`src/rtl/coll_pkg.sv`:
```
// coll_pkg: control-word layout, FSM encoding and buffer entry type
// shared by the channel collector and its skid buffer.
package coll_pkg;

  localparam int CW_FLAG   = 15;
  localparam int CW_CH_HI  = 14;
  localparam int CW_CH_LO  = 9;
  localparam int CW_LEN_HI = 8;
  localparam int CW_LEN_LO = 0;

  localparam int TMO_DEF = 255;

  localparam logic [0:0] S_POLL = 1'b0;
  localparam logic [0:0] S_BODY = 1'b1;

  typedef struct packed {
    logic        last;
    logic [15:0] word;
  } skid_t;

  function automatic logic is_cw(input logic [15:0] w);
    return w[CW_FLAG];
  endfunction

  function automatic logic [8:0] cw_len(input logic [15:0] w);
    return w[CW_LEN_HI:CW_LEN_LO];
  endfunction

  function automatic logic [5:0] cw_ch(input logic [15:0] w);
    return w[CW_CH_HI:CW_CH_LO];
  endfunction

endpackage

```
`src/rtl/coll_skid2.sv`:
```
// coll_skid2: two-entry valid/ready buffer of {last, word};
// count lets the producer stop requesting before it can overflow.
module coll_skid2
  import coll_pkg::*;
(
  input  logic       clk,
  input  logic       reset,
  input  logic       push,
  input  skid_t      wdata,
  input  logic       rdy,
  output skid_t      rdata,
  output logic       valid,
  output logic [1:0] count
);

  skid_t head;
  skid_t tail;
  logic  pop;

  assign valid = (count != 2'd0);
  assign pop   = valid & rdy;
  assign rdata = head;

  always_ff @(posedge clk) begin
    if (reset) begin
      head  <= '0;
      tail  <= '0;
      count <= 2'd0;
    end else begin
      unique case ({push, pop})
        2'b10: begin
          if (count == 2'd0) head <= wdata;
          else tail <= wdata;
          count <= count + 2'd1;
        end
        2'b01: begin
          head  <= tail;
          count <= count - 2'd1;
        end
        2'b11: begin
          if (count == 2'd1) begin
            head <= wdata;
          end else begin
            head <= tail;
            tail <= wdata;
          end
        end
        default: ;
      endcase
    end
  end

endmodule

```
`src/rtl/chan_collector.sv`:
```
// chan_collector: round-robin block reader over NCH channel
// processors, CW-framed, streamed out through a 2-entry skid buffer.
module chan_collector
  import coll_pkg::*;
#(
  parameter int NCH = 16,
  parameter int TMO = TMO_DEF
)(
  input  logic              clk,
  input  logic              reset,
  output logic [NCH-1:0]    give,
  input  logic [NCH-1:0]    have,
  input  logic [16*NCH-1:0] din,
  output logic [15:0]       dout,
  output logic              dvalid,
  input  logic              dready,
  output logic              dlast,
  output logic              blk_done,
  output logic              err_frame,
  output logic              err_tmo
);

  localparam int PW = (NCH > 1) ? $clog2(NCH) : 1;
  localparam int IW = $clog2(TMO + 1);
  localparam logic [PW-1:0] PMAX = PW'(NCH - 1);

  logic [0:0]    state;
  logic [PW-1:0] ptr;
  logic [PW-1:0] ptr_nxt;
  logic [8:0]    remain;
  logic [IW-1:0] idle;
  logic [1:0]    cnt;
  logic          room;
  logic          sel_have;
  logic          xfer;
  logic          push;
  logic          push_last;
  logic [15:0]   word;
  skid_t         wdat;
  skid_t         head;
  logic          hvalid;

  // Holding give low in reset keeps a channel from losing a word
  assign room     = (cnt != 2'd2) & ~reset;
  assign sel_have = have[ptr];
  assign word     = din[{ptr, 4'h0} +: 16];
  assign xfer     = room & sel_have;
  assign ptr_nxt  = (ptr == PMAX) ? '0 : ptr + 1'b1;

  always_comb begin
    give = '0;
    if (room) give[ptr] = 1'b1;
  end

  always_comb begin
    push      = 1'b0;
    push_last = 1'b0;
    if (xfer) begin
      unique case (1'b1)
        (state == S_POLL): begin
          push      = is_cw(word);
          push_last = (cw_len(word) == 9'd0);
        end
        (state == S_BODY): begin
          push      = 1'b1;
          push_last = (remain == 9'd1);
        end
        default: ;
      endcase
    end
  end

  always_ff @(posedge clk) begin
    if (reset) begin
      state     <= S_POLL;
      ptr       <= '0;
      remain    <= '0;
      idle      <= '0;
      blk_done  <= 1'b0;
      err_frame <= 1'b0;
      err_tmo   <= 1'b0;
    end else begin
      blk_done  <= push & push_last;
      err_frame <= xfer & (state == S_POLL) & ~is_cw(word);
      err_tmo   <= 1'b0;
      if (room) begin
        unique case (1'b1)
          (state == S_POLL): begin
            if (!sel_have) begin
              ptr <= ptr_nxt;
            end else if (is_cw(word)) begin
              remain <= cw_len(word);
              idle   <= '0;
              if (cw_len(word) == 9'd0) ptr <= ptr_nxt;
              else state <= S_BODY;
            end
          end
          (state == S_BODY): begin
            if (sel_have) begin
              remain <= remain - 9'd1;
              idle   <= '0;
              if (remain == 9'd1) begin
                ptr   <= ptr_nxt;
                state <= S_POLL;
              end
            end else if (idle == IW'(TMO - 1)) begin
              err_tmo <= 1'b1;
              idle    <= '0;
              ptr     <= ptr_nxt;
              state   <= S_POLL;
            end else begin
              idle <= idle + 1'b1;
            end
          end
          default: ;
        endcase
      end
    end
  end

  assign wdat = {push_last, word};

  coll_skid2 u_skid (
    .clk   (clk),
    .reset (reset),
    .push  (push),
    .wdata (wdat),
    .rdy   (dready),
    .rdata (head),
    .valid (hvalid),
    .count (cnt)
  );

  assign dout   = head.word;
  assign dvalid = hvalid;
  assign dlast  = hvalid & head.last;

endmodule
```
`config.mk`:
```
export PLATFORM = sky130hd
export DESIGN_NAME = chan_collector
export DESIGN_NICKNAME = d
export VERILOG_FILES = /design/src/rtl/coll_pkg.sv /design/src/rtl/coll_skid2.sv /design/src/rtl/chan_collector.sv
export SDC_FILE = /design/constraint.sdc
export NUM_CORES = 1
export LEC_CHECK = 0
export CAP_MARGIN = 20
export CORE_ASPECT_RATIO = 1.4
export CORE_MARGIN = 1.5
export CORE_UTILIZATION = 29
export DETAILED_ROUTE_END_ITERATION = 12
export PLACE_DENSITY_LB_ADDON = 0.2
export SLEW_MARGIN = 15
export SYNTH_ARGS = -nofsm -noshare
export SYNTH_HDL_FRONTEND = slang
export SYNTH_HIERARCHICAL = 1
export SYNTH_SLANG_ARGS = --single-unit
```
`constraint.sdc`:
```
create_clock -name clk -period 3.8 [get_ports clk]
set_clock_uncertainty 0.05 [all_clocks]
set_input_delay 0.76 -clock clk [delete_from_list [all_inputs] [get_ports clk]]
set_output_delay 0.76 -clock clk [all_outputs]
set_load 0.05 [all_outputs]
```
==> results of run 1 <==
==> power by group through the flow <==
stage | registers [mW] | logic (mW) | clock network (mW)
2_1_floorplan | 1.13 | 2.15 | 0
3_3_place_gp | 1.00 | 3.11 | 0
3_5_place_dp | 1.01 | 3.18 | 0
4_1_cts | 0.995 | 3.18 | 0.770
5_1_grt | 1.02 | 3.43 | 0.789
6_report | 0.996 | 3.19 | 0.748
==> metal layers <==
layer	vias to the layer above	global-route usage	wire length (µm)	share of wire
met4	0	0.0549	327	0.014
met5	-	0	0	0
met1	2849	0.282	9030	0.39
li1	2724	-	-	-
met2	295	0.416	12300	0.53
met3	20	0.0452	1730	0.074
==> path summary, 6_finish.rpt <==
path                                                   from                            end  slack (ns)  cells past startpoint
worst max-delay path                               have[10]  u_skid/rdata[16]$_SDFFE_PP0P_        0.02                     11
worst min-delay path            u_skid/tail[3]$_SDFFE_PP0P_    u_skid/tail[3]$_SDFFE_PP0P_        0.41                      2
worst max register to register          ptr[0]$_SDFFE_PP0P_  u_skid/rdata[16]$_SDFFE_PP0P_        0.30                     10
worst min register to register  u_skid/tail[3]$_SDFFE_PP0P_    u_skid/tail[3]$_SDFFE_PP0P_        0.41                      2
==> placed cells by master (no fill, tap or decap), types with 10 or more instances in the layout <==
| cell | Yosys | final |
|---|---|---|
| dfxtp_1 | 61 | 59 |
| inv_1 | 14 | 14 |
| ha_1 | 15 | 15 |
| o21ai_0 | 42 | 39 |
| mux4_1 | 10 | 10 |
| mux4_2 | 66 | 66 |
| clkdlybuf4s50_1 | 0 | 294 |
| a22oi_1 | 20 | 20 |
| nor2_1 | 55 | 55 |
| a311oi_2 | 14 | 14 |
| o31ai_1 | 19 | 19 |
| o211ai_1 | 17 | 17 |
| buf_4 | 10 | 38 |
| nand2_1 | 39 | 39 |
| a21oi_1 | 25 | 25 |
==> registers in the layout, indices dropped and copies added, names as in the netlist <==
name	cells
blk_done	1
idle	8
u_skid/tail	17
u_skid/count	2
u_skid/rdata	17
remain	9
ptr	4
err_frame	1
err_tmo	1
state	1
==> stage by stage <==
step / instance area (µm²) / power, mW / hold slack [ns] / setup slack, ns / util
2_1_floorplan: 5570 / 3.28 / 0.395 / 0.302 / -
3_3_place_gp: 8820 / 4.11 / 0.404 / -0.277 / 0.472
3_5_place_dp: 8820 / 4.18 / 0.407 / -0.356 / 0.472
4_1_cts: 9090 / 4.95 / 0.414 / 0.0966 / 0.487
5_1_grt: 9110 / 5.24 / 0.436 / 0.000778 / 0.488
6_report: 9110 / 4.93 / 0.414 / 0.0240 / 0.488
==> what timing repair did <==
action	in CTS	in global routing
pin swaps	0	1
gates cloned	0	1
setup endpoints to repair	6	5
resized for setup	1	3
==> cell type report <==
cell class,count,area share
repair buffers,336,0.362
clock inverters,5,0.00302
clock buffers,10,0.0262
multi-input cells,413,0.434
flip-flops and latches,61,0.135
inverters,16,0.00659
well taps,244,0.0335
==> cells by family (layout without fill, tap and decap cells) <==
kind of cell / Yosys count / count (layout)
compound gates: 162 / 162
xor+xnor: 8 / 8
fa+ha+maj: 15 / 15
buf+inv: 67 / 367
flops: 61 / 61
mux: 80 / 80
simple gates: 147 / 148
==> worst max-delay path, delay by kind of cell <==
family | cells | cell delay, ns
mux | 2 | 1.01
buf+inv | 3 | 0.93
compound gates | 3 | 0.55
simple gates | 2 | 0.43
fa+ha+maj | 1 | 0.29
==> results_tabular.tex, run 1 <==
\begin{tabular}{lr}
\hline
Metric & Value \\
\hline
\multicolumn{2}{l}{\textbf{Clock network}} \\
Root cell of the clock tree & clkbuf\_16 \\
Number of post-CTS setup repair buffers & 0 \\
Clock buffer depth & 2 \\
Number of H-tree levels & 3 \\
CTS tree & done \\
Number of buffers inserted for hold repair after clock tree synthesis & 0 \\
Sink count of the clock tree & 61 \\
Clock insertion delay at the later pin of the skew report & 0.34 ns \\
Number of clock buffers inserted by TritonCTS & 9 \\
Clock transition at the registers of the reported paths & 0.05 ns \\
\multicolumn{2}{l}{\textbf{Run}} \\
Max-cap violations & 0 \\
\multicolumn{2}{l}{\textbf{Timing}} \\
Hold Fails Final Rpt & 0 \\
Setup TNS Final & 0 ns \\
Total count of max-transition violations in the final report & 0 \\
Fmax achieved & 265 MHz \\
Worst max-slew margin expressed relative to the limit & 0.511 \\
Slew at the pin with the worst max-slew slack & 0.730 ns \\
Min Clock Period, post-route & 3.78 ns \\
Setup repair after global routing missed its margin & false \\
Final count of negative-setup-slack endpoints & 0 \\
Portion of the clock cycle consumed by the worst path in the final layout & 0.994 \\
\multicolumn{2}{l}{\textbf{Floorplan}} \\
Starting utilization of the core area & 0.298 \\
Core area & 18,700 µm² \\
I/O pin count & 312 \\
Placement row count & 59 \\
Height of the die & 167 µm \\
X dimension of the die & 120 µm \\
DIE AREA & 20,100 µm² \\
\multicolumn{2}{l}{\textbf{Power}} \\
Peak supply drop & 0.000239 V \\
Static leakage & 3.16 nW \\
Relative contribution of combinational cells to total power & 0.647 \\
Cell-internal power & 2.77 mW \\
Switching power & 2.17 mW \\
Reg power frac & 0.202 \\
Switching part of the total power & 0.440 \\
Pwr dens & 542 nW/µm² \\
Clk pwr share & 0.152 \\
\multicolumn{2}{l}{\textbf{Finish}} \\
Multi-input gate area & 3950 µm² \\
Antenna diodes & 0 \\
Number of fillers in the final layout & 1,716 \\
Nets@finish & 1,127 \\
Proportion of layout cells with a drive suffix above 1 & 0.185 \\
Sequential cell area & 1230 µm² \\
Count of non-filler cells in the finished layout & 1,085 \\
Area growth, synth to finish & 63.5\% \\
\multicolumn{2}{l}{\textbf{Global routing}} \\
Antenna violations before repair & 1 \\
Maximum number of pins on one net before global-route repair & 48 \\
First-pass GRT wire length & 35,300 µm \\
Total Routing Usage GR & 0.231 \\
Vias in the first global route & 6,082 \\
Global route overflow & 0 \\
\multicolumn{2}{l}{\textbf{Critical path}} \\
Required @ worst endpoint & 4.00 ns \\
Worst setup EP type & flip-flop \\
Critical Path Max Stage Delay & 0.52 ns \\
Slowest cell on the critical path & clkdlybuf4s50\_1 \\
Cells along the critical path & clkdlybuf4s50\_1 > mux4\_2 > mux4\_2 > and2\_1 > o21a\_1 > buf\_4 > ha\_1 > buf\_4 > nor2\_4 > o21ai\_0 > a311oi\_2 \\
Worst path arrival time & 3.98 ns \\
Critical setup path kind & input port to flip-flop \\
Critical Path Fanout Max & 20 \\
Startpoint type of the worst setup path & input port \\
\multicolumn{2}{l}{\textbf{Synth}} \\
Number of distinct library cell variants in the gate-level netlist after synthesis & 62 \\
Synth Flop Type & dfxtp\_1 \\
Dominant cells by area after synthesis & mux4\_2 (27\%), dfxtp\_1 (22\%), mux4\_1 (4.7\%), a311oi\_2 (3.8\%), o21ai\_0 (3.8\%) \\
Cell count after synthesis & 540 \\
Post-Syn Area per Cell & 10.3 µm² \\
Dominant cell by count in the synthesized netlist & mux4\_2 \\
Synth Area in Compound Gates & 0.207 \\
Share of the synthesized area in the top cell type & 0.267 \\
Sequential element share of the synthesized area & 0.219 \\
Post-synthesis share of cell area spent on full adders, half adders and majority gates & 0.0337 \\
Number of synthesized register bits & 61 \\
Number of flops mapped to enable cells by yosys & 0 \\
Simple logic cell fraction of the synthesized area & 0.131 \\
Largest family of logic cells by synthesized area & multiplexers \\
Library cell occupying the most area in the post-synthesis netlist & mux4\_2 \\
Mux cell area share after synthesis & 0.323 \\
Synthesized-area fraction occupied by xor and xnor cells & 0.0126 \\
Async set-reset flop share out of synthesis & 0 \\
Syn\_nets & 830 \\
Commonest cells in the synthesized netlist & mux4\_2 (66), dfxtp\_1 (61), nor2\_1 (55) \\
Yosys synthesis warning count & 6 \\
Cell area after synthesis & 5570 µm² \\
\multicolumn{2}{l}{\textbf{Detailed routing}} \\
Average wire per cell in the routed design & 21.6 µm \\
Vias & 5,888 \\
Ratio of routed vias to standard cells & 5.43 \\
Overall routed net length & 23,400 µm \\
Count of antenna-violating nets left after detailed routing & 0 \\
Number of violations reported at the end of detailed-routing iteration 0 & 460 \\
Length of the first detailed-routing pass in iterations & 5 \\
Remaining routing DRC violations & 0 \\
\multicolumn{2}{l}{\textbf{Min path}} \\
Min-Delay Path Class & flip-flop to flip-flop \\
\multicolumn{2}{l}{\textbf{Placement}} \\
Gpl congestion & 0.902 \\
Buffers added on ports & 311 \\
Detailed placer's ending HPWL & 19,600 µm \\
Number of placed instances, taps included & 1,069 \\
\multicolumn{2}{l}{\textbf{Run status}} \\
Status & complete, no violations \\
\hline
\end{tabular}
(Power assumes the default switching activity.)
==> run 2: changes to the inputs <==
--- a/constraint.sdc
+++ b/constraint.sdc
@@ -3,3 +3,3 @@
 set_input_delay 0.76 -clock clk [delete_from_list [all_inputs] [get_ports clk]]
 set_output_delay 0.76 -clock clk [all_outputs]
-set_load 0.05 [all_outputs]
+set_load 0.1 [all_outputs]
==> run 2 against run 1 <==
Effect of this change: worst hold slack gained 0.0084 ns; count of clock-buffer cells in the layout grew 3; wire length is 0.85% lower; utilization grew 1.1 points; worst setup slack improved by 0.14 ns; critical path depth did not move; sequential cell count stayed put; global-route usage is 0.23 points lower; sequential share of layout area decreased by 0.33 points; largest cell class unchanged.
==> results_tabular.tex, run 2 (synthesis results as in run 1) <==
\begin{tabular}{lr}
\hline
Metric & Value \\
\hline
\multicolumn{2}{l}{\textbf{Run status}} \\
Status & complete, no violations (unchanged) \\
\multicolumn{2}{l}{\textbf{Timing}} \\
Fmax achieved & 275 MHz (was 265 MHz) \\
Final count of negative-setup-slack endpoints & 0 (unchanged) \\
Slew at the pin with the worst max-slew slack & 1.05 ns (was 0.730 ns) \\
Total count of max-transition violations in the final report & 0 (unchanged) \\
Min Clock Period, post-route & 3.64 ns (was 3.78 ns) \\
Hold Slack & 0.422 ns (was 0.414 ns) \\
Worst max-slew margin expressed relative to the limit & 0.296 (was 0.511) \\
Portion of the clock cycle consumed by the worst path in the final layout & 0.958 (was 0.994) \\
Setup repair after global routing missed its margin & false (unchanged) \\
Hold Fails Final Rpt & 0 (unchanged) \\
\multicolumn{2}{l}{\textbf{Placement}} \\
Placed standard-cell area & 9010 µm² (was 8820 µm²) \\
Detailed placer's ending HPWL & 19,400 µm (was 19,600 µm) \\
Number of placed instances, taps included & 1,067 (was 1,069) \\
Gpl congestion & 0.939 (was 0.902) \\
Buffers added on ports & 311 (unchanged) \\
\multicolumn{2}{l}{\textbf{Detailed routing}} \\
Ratio of routed vias to standard cells & 5.42 (was 5.43) \\
Number of violations reported at the end of detailed-routing iteration 0 & 340 (was 460) \\
Vias & 5,879 (was 5,888) \\
Count of antenna-violating nets left after detailed routing & 0 (unchanged) \\
Length of the first detailed-routing pass in iterations & 5 (unchanged) \\
Remaining routing DRC violations & 0 (unchanged) \\
Overall routed net length & 23,200 µm (was 23,400 µm) \\
Average wire per cell in the routed design & 21.4 µm (was 21.6 µm) \\
\multicolumn{2}{l}{\textbf{Power}} \\
Static leakage & 3.21 nW (was 3.16 nW) \\
Peak supply drop & 0.000288 V (was 0.000239 V) \\
Reg power frac & 0.184 (was 0.202) \\
Power after layout & 5.35 mW (was 4.93 mW) \\
Pwr dens & 575 nW/µm² (was 542 nW/µm²) \\
Clk pwr share & 0.153 (was 0.152) \\
Cell-internal power & 2.85 mW (was 2.77 mW) \\
Switching part of the total power & 0.468 (was 0.440) \\
Relative contribution of combinational cells to total power & 0.662 (was 0.647) \\
Switching power & 2.50 mW (was 2.17 mW) \\
\multicolumn{2}{l}{\textbf{Clock network}} \\
Number of clock buffers inserted by TritonCTS & 9 (unchanged) \\
Clock transition at the registers of the reported paths & 0.05 ns (about the same) \\
Number of post-CTS setup repair buffers & 0 (unchanged) \\
Number of H-tree levels & 3 (unchanged) \\
Sink count of the clock tree & 61 (unchanged) \\
Clock buffer depth & 2 (unchanged) \\
Clock insertion delay at the later pin of the skew report & 0.34 ns (about the same) \\
CTS tree & done (unchanged) \\
Root cell of the clock tree & clkbuf\_16 (unchanged) \\
\multicolumn{2}{l}{\textbf{Run}} \\
Max-cap violations & 0 (unchanged) \\
\multicolumn{2}{l}{\textbf{Finish}} \\
Number of fillers in the final layout & 1,690 (was 1,716) \\
Nets@finish & 1,124 (was 1,127) \\
Area growth, synth to finish & 67.3\% (was 63.5\%) \\
Post-route design area & 9320 µm² (was 9110 µm²) \\
Most frequent standard cell in the layout excluding fill and tap cells & clkdlybuf4s50\_1 (unchanged) \\
Top library cells by usage in the layout, fill and taps aside & clkdlybuf4s50\_1 (292), mux4\_2 (66), dfxtp\_1 (59) (was clkdlybuf4s50\_1 (294), mux4\_2 (66), dfxtp\_1 (59)) \\
Count of non-filler cells in the finished layout & 1,084 (was 1,085) \\
Proportion of layout cells with a drive suffix above 1 & 0.188 (was 0.185) \\
\multicolumn{2}{l}{\textbf{Critical path}} \\
Critical setup path kind & input port to flip-flop (unchanged) \\
Required @ worst endpoint & 4.00 ns (about the same) \\
Worst setup EP type & flip-flop (unchanged) \\
Worst path arrival time & 3.84 ns (was 3.98 ns) \\
Startpoint type of the worst setup path & input port (unchanged) \\
Critical Path Fanout Max & 20 (unchanged) \\
\multicolumn{2}{l}{\textbf{Global routing}} \\
Antenna violations before repair & 1 (unchanged) \\
Maximum number of pins on one net before global-route repair & 48 (unchanged) \\
First-pass GRT wire length & 34,900 µm (was 35,300 µm) \\
Total Routing Usage GR & 0.229 (was 0.231) \\
Global route overflow & 0 (unchanged) \\
Vias in the first global route & 6,318 (was 6,082) \\
\multicolumn{2}{l}{\textbf{Floorplan}} \\
Height of the die & 167 µm (unchanged) \\
X dimension of the die & 120 µm (unchanged) \\
Placement row count & 59 (unchanged) \\
I/O pin count & 312 (unchanged) \\
Core area & 18,700 µm² (unchanged) \\
Starting utilization of the core area & 0.298 (unchanged) \\
DIE AREA & 20,100 µm² (unchanged) \\
\multicolumn{2}{l}{\textbf{Min path}} \\
Min-Delay Path Class & flip-flop to flip-flop (unchanged) \\
\hline
\end{tabular}
==> run 2: area by class of cell <==
cell class,instances,area [µm²],share of cell area
multi-input combinational,412,3970,0.426
timing repair buffer,334,3460,0.372
sequential,61,1230,0.132
tap,244,305,0.0328
clock buffer,13,250,0.0269
inverter,16,60.1,0.00645
clock inverter,3,45.0,0.00484
antenna,1,2.50,0.000269
==> run 2: final timing paths <==
path,from,to,slack (ns),depth (start not counted)
max,have[4],u_skid/rdata[3]$_SDFFE_PP0P_,0.16,11
min,u_skid/tail[10]$_SDFFE_PP0P_,u_skid/tail[10]$_SDFFE_PP0P_,0.42,2
max reg2reg,ptr[0]$_SDFFE_PP0P_,u_skid/rdata[3]$_SDFFE_PP0P_,0.39,10
min reg2reg,u_skid/tail[10]$_SDFFE_PP0P_,u_skid/tail[10]$_SDFFE_PP0P_,0.42,2
==> run 2: power groups by stage <==
stage	combinational (mW)	clock, mW	sequential (mW)
2_1_floorplan	2.23	0	1.37
3_3_place_gp	3.49	0	0.991
3_5_place_dp	3.55	0	0.998
4_1_cts	3.56	0.826	0.985
5_1_grt	3.79	0.853	1.01
6_report	3.54	0.821	0.987
==> run 2: worst max-delay path, cell delays in order <==
cell             delay, ns
clkdlybuf4s50_1       0.41
mux4_1                0.51
mux4_2                0.54
and2_1                0.21
o21a_1                0.13
buf_4                 0.21
ha_2                  0.26
buf_4                 0.17
nor2_8                0.21
o21ai_0               0.17
a311oi_2              0.26
==> run 2: per-stage QoR <==
step | TNS, ns | worst slack (ns) | util
finish | 0 | 0.159 | 0.499
global route | 0 | 0.00689 | 0.499
CTS | 0 | 0.0792 | 0.498
detailed placement | -8.63 | -0.364 | 0.482
global placement | -5.89 | -0.242 | 0.482
floorplan | 0 | 0.249 | -
==> run 2: what timing repair did <==
| action | CTS | global route |
|---|---|---|
| endpoints found under the hold margin | 0 | 0 |
| hold buffers | 0 | 0 |
| gates cloned | 0 | 0 |
| resized for setup | 1 | 1 |
| endpoints found under the setup margin | 2 | 17 |
==> run 2: per-layer routing <==
metal | up-vias | share of wire | GRT usage
li1 | 2723 | - | -
met1 | 2810 | 0.38 | 0.270
met2 | 314 | 0.51 | 0.407
met3 | 32 | 0.077 | 0.0428
met4 | 0 | 0.025 | 0.0895
met5 | - | 0 | 0
